**config.mk**
```make
export PLATFORM = sky130hd
export DESIGN_NAME = bit_serializer
export DESIGN_NICKNAME = d
export VERILOG_FILES = /design/src/rtl/serial_pkg.sv /design/src/rtl/bit_serializer.sv
export SDC_FILE = /design/constraint.sdc
export NUM_CORES = 1
export LEC_CHECK = 0
export CAP_MARGIN = 20
export CORE_UTILIZATION = 30
export DETAILED_ROUTE_END_ITERATION = 7
export PLACE_DENSITY_LB_ADDON = 0.15
export SETUP_SLACK_MARGIN = 0.1
export SLEW_MARGIN = 15
export SYNTH_ARGS = -nofsm -noshare
export SYNTH_HDL_FRONTEND = slang
export SYNTH_SLANG_ARGS = --single-unit
```
**constraint.sdc**
```tcl
create_clock -name clk -period 3.2 [get_ports clk]
set_input_delay 0.96 -clock clk [delete_from_list [all_inputs] [get_ports clk]]
set_output_delay 0.96 -clock clk [all_outputs]
set_load 0.02 [all_outputs]
```
**src/rtl/serial_pkg.sv**
```systemverilog
// serial_pkg: shared types and defaults for the serial feeder
package serial_pkg;
  typedef enum logic {IDLE, SHIFT} state_t;
  localparam int DEF_WIDTH = 8;
  localparam logic DEF_IDLE_BIT = 1'b0;
endpackage

```
**src/rtl/bit_serializer.sv**
```systemverilog
// bit_serializer: parallel-in/serial-out stage with gapless back-to-back word streaming
module bit_serializer
  import serial_pkg::*;
#(
  parameter int WIDTH = DEF_WIDTH,
  parameter logic MSB_FIRST = 1'b1,
  parameter logic IDLE_BIT = DEF_IDLE_BIT
) (
  input  logic             clk,
  input  logic             reset,
  input  logic [WIDTH-1:0] load_data,
  input  logic             load_valid,
  output logic             load_ready,
  output logic             dout,
  output logic             dout_valid,
  output logic             busy
);
  localparam int CW = $clog2(WIDTH);
  state_t state, state_n;
  logic [WIDTH-1:0] sreg, sreg_n, shifted;
  logic [CW-1:0] cnt, cnt_n;
  logic dout_n, dv_n, xfer, adv;
  assign load_ready = state == IDLE || cnt == '0;
  assign busy = state == SHIFT;
  always_comb begin
    xfer = load_valid && load_ready;
    adv = state == SHIFT && cnt != '0;
    shifted = MSB_FIRST ? sreg << 1 : sreg >> 1;
    state_n = IDLE;
    if (xfer || adv) state_n = SHIFT;
    sreg_n = xfer ? load_data : adv ? shifted : sreg;
    cnt_n = xfer ? CW'(WIDTH - 1) : adv ? cnt - CW'(1) : '0;
    dout_n = xfer ? (MSB_FIRST ? load_data[WIDTH-1] : load_data[0]) :
             adv  ? (MSB_FIRST ? shifted[WIDTH-1] : shifted[0]) : IDLE_BIT;
    dv_n = xfer || adv;
  end
  always_ff @(posedge clk or negedge reset)
    if (!reset) begin
      state <= IDLE;
      sreg <= '0;
      cnt <= '0;
      dout <= IDLE_BIT;
      dout_valid <= 1'b0;
    end else begin
      state <= state_n;
      sreg <= sreg_n;
      cnt <= cnt_n;
      dout <= dout_n;
      dout_valid <= dv_n;
    end
endmodule

```
==> flow_summary.ini <==
[route]
drcViolationCount = 0
vias_per_cell = 4.09
vias = 348
wl_um = 994
drtAntennaViolNets = 0
wl_per_cell_um = 11.7
drt_iter0_drc = 2
drtPass1Iterations = 2

[floorplan]
rows = 16
initial_core_util_pct = 32.1
die_w_um = 47.8
ios = 15
die_area_sq_um = 2280
die_h_um = 47.8
core_sq_um = 1960

[min_path]
hold_class = reg -> reg

[sta]
tightestPinTransition_ns = 0.546
min_period_ns = 2.83
fin_crit_sh_pct = 88.5
slew_headroom_pct = 63.5
slew_violations = 0
hold_viol = 0
finalClockSkew_ns = 0.00292
fmax_ghz = 0.353
hold_ws_ns = 0.467
finalSetupViolCount = 0
rsz0062_at_grt = false
tns_ns = 0
finalWorstSetupSlack_ns = 0.367

[grt]
grt_antenna_before_repair = 0
grt_pass1_vias = 363
use_met2_pct = 15.1
busiest_layer = met2
grtUsageMet1_pct = 15.1
grt_usage_pct = 11.1
grt_first_pass_wirelength_um = 1650
grt_max_degree = 14
overflow = 0
grt_use_met3_pct = 6.04

[setup_path]
path_max_fanout = 13
endpoint_kind = primary output
reg2reg_setup_slack_ns = 1.76
critical_path_class = reg -> out
cp.arrival_ns = 1.87
cp.required_ns = 2.24
start_kind = register

[power_and_ir_drop]
power_frac_seq_pct = 35.4
power_density_nw_per_um2 = 849
pwr-share-comb_pct = 47.5
power.switching_uw = 212
total_power_uw = 690
leakage_uw = 0.000391
clkPwrFrac_pct = 17.1
p_int_uw = 478
p_sw_share_pct = 30.7
peakVddDrop_uv = 418

[cells_and_area]
seq_area_sq_um = 300
fill_cells = 205
drive_gt1_share_pct = 31.0
final_util_pct = 41.5
multi_input_area_sq_um = 284
area_delta_synth_final_pct = 29.2
final_common_cell = clkdlybuf4s50_1
nNetsFinal = 72
mostFrequentLayoutCells = clkdlybuf4s50_1, mux2_4, dfrtp_1
num_antenna_cells = 0

[clock_network]
root_buffer = clkbuf_4
clk_latency_ns = 0.27
clk_path_buf_depth = 2
clock-sinks = 12
post_cts_buffers = 0
numCtsBuffers = 3
htree_levels = 1
cts_tree = yes
postCtsHoldBufs = 0
cts_resized = 0
clk_pin_slew_worst_paths_ns = 0.07

[status]
status = finished, final reports clean

[yosys]
netlist_instances = 43
ys_seq_elements = 12
synth_fp_nets = 56
ys_seq_area_share_pct = 47.7
syn_area_per_cell_sq_um = 14.6
synth_cell_types = 11
netlist_area_sq_um = 629
yosys_warnings = 0

[placement]
place_ws_ns = 0.654
gp_congestion = 0.691
hpwl_um = 695
io_buffers = 14

[run]
drv_cap = 0
[final timing paths]
path	from	end	cells past startpoint
setup / recovery	cnt[0]	load_ready	5
hold / removal	cnt[0]	cnt[0]	1
max in group asynchronous	reset	sreg[0]	1
setup reg to reg	cnt[0]	sreg[5]	5
min in group asynchronous	reset	dout	1
hold reg to reg	cnt[0]	cnt[0]	1
[sequential cells by signal, indices dropped and copies added (netlist names)]
register	cells
sreg	7
cnt	3
dout	1
dout_valid	1
[power by group through the flow]
stage | Clock [uW] | Sequential [uW] | Combinational [uW]
after CTS | 125 | 245 | 336
after global placement | 0 | 246 | 330
after global routing | 134 | 252 | 358
after floorplan | 0 | 254 | 249
final | 118 | 245 | 328
after detailed placement | 0 | 248 | 331
[layout make-up]
class                      count  share of cell area, %
clock buffer                   4                   4.46
timing repair buffer          14                   17.2
inverter                       5                   2.31
multi-input combinational     23                   34.9
sequential                    12                   36.9
tap                           27                   4.15
[cell usage after synthesis]
cell type / count / area [sq um]
nand2b_4: 1 / 13.8
mux2_2: 1 / 11.3
ha_1: 2 / 25.0
mux2_4: 12 / 180
nand2_1: 2 / 7.51
and2_1: 1 / 6.26
dfrtp_1: 12 / 300
inv_1: 5 / 18.8
mux2i_1: 4 / 40.0
buf_6: 1 / 11.3
buf_4: 2 / 15.0
[metal layers]
metal  wire length (um)  vias to the layer above
met2                429                       14
met5                  0                        -
met1                471                      164
li1                   -                      170
met4                  0                        0
met3                 93                        0
[worst max-delay path, stage by stage, from the launching register on]
cell,delay (ns)
dfrtp_1,0.38
inv_1,0.06
ha_1,0.14
ha_1,0.13
nand2b_4,0.25
clkdlybuf4s50_1,0.65
[through the flow]
stage	cells	cell area, sq um
detailed placement	81	777
CTS	85	813
finish	85	813
global route	85	813
floorplan	43	629
global placement	81	777
[logic make-up (layout without fill, tap and decap cells)]
logic type / after synthesis / after routing / share of synthesized area, %
simple gates: 4 / 4 / 4.37
buf+inv: 8 / 23 / 7.16
flops: 12 / 12 / 47.7
fa+ha+maj: 2 / 2 / 3.98
mux: 17 / 17 / 36.8
Note: power is estimated with default switching activity, not from simulation.
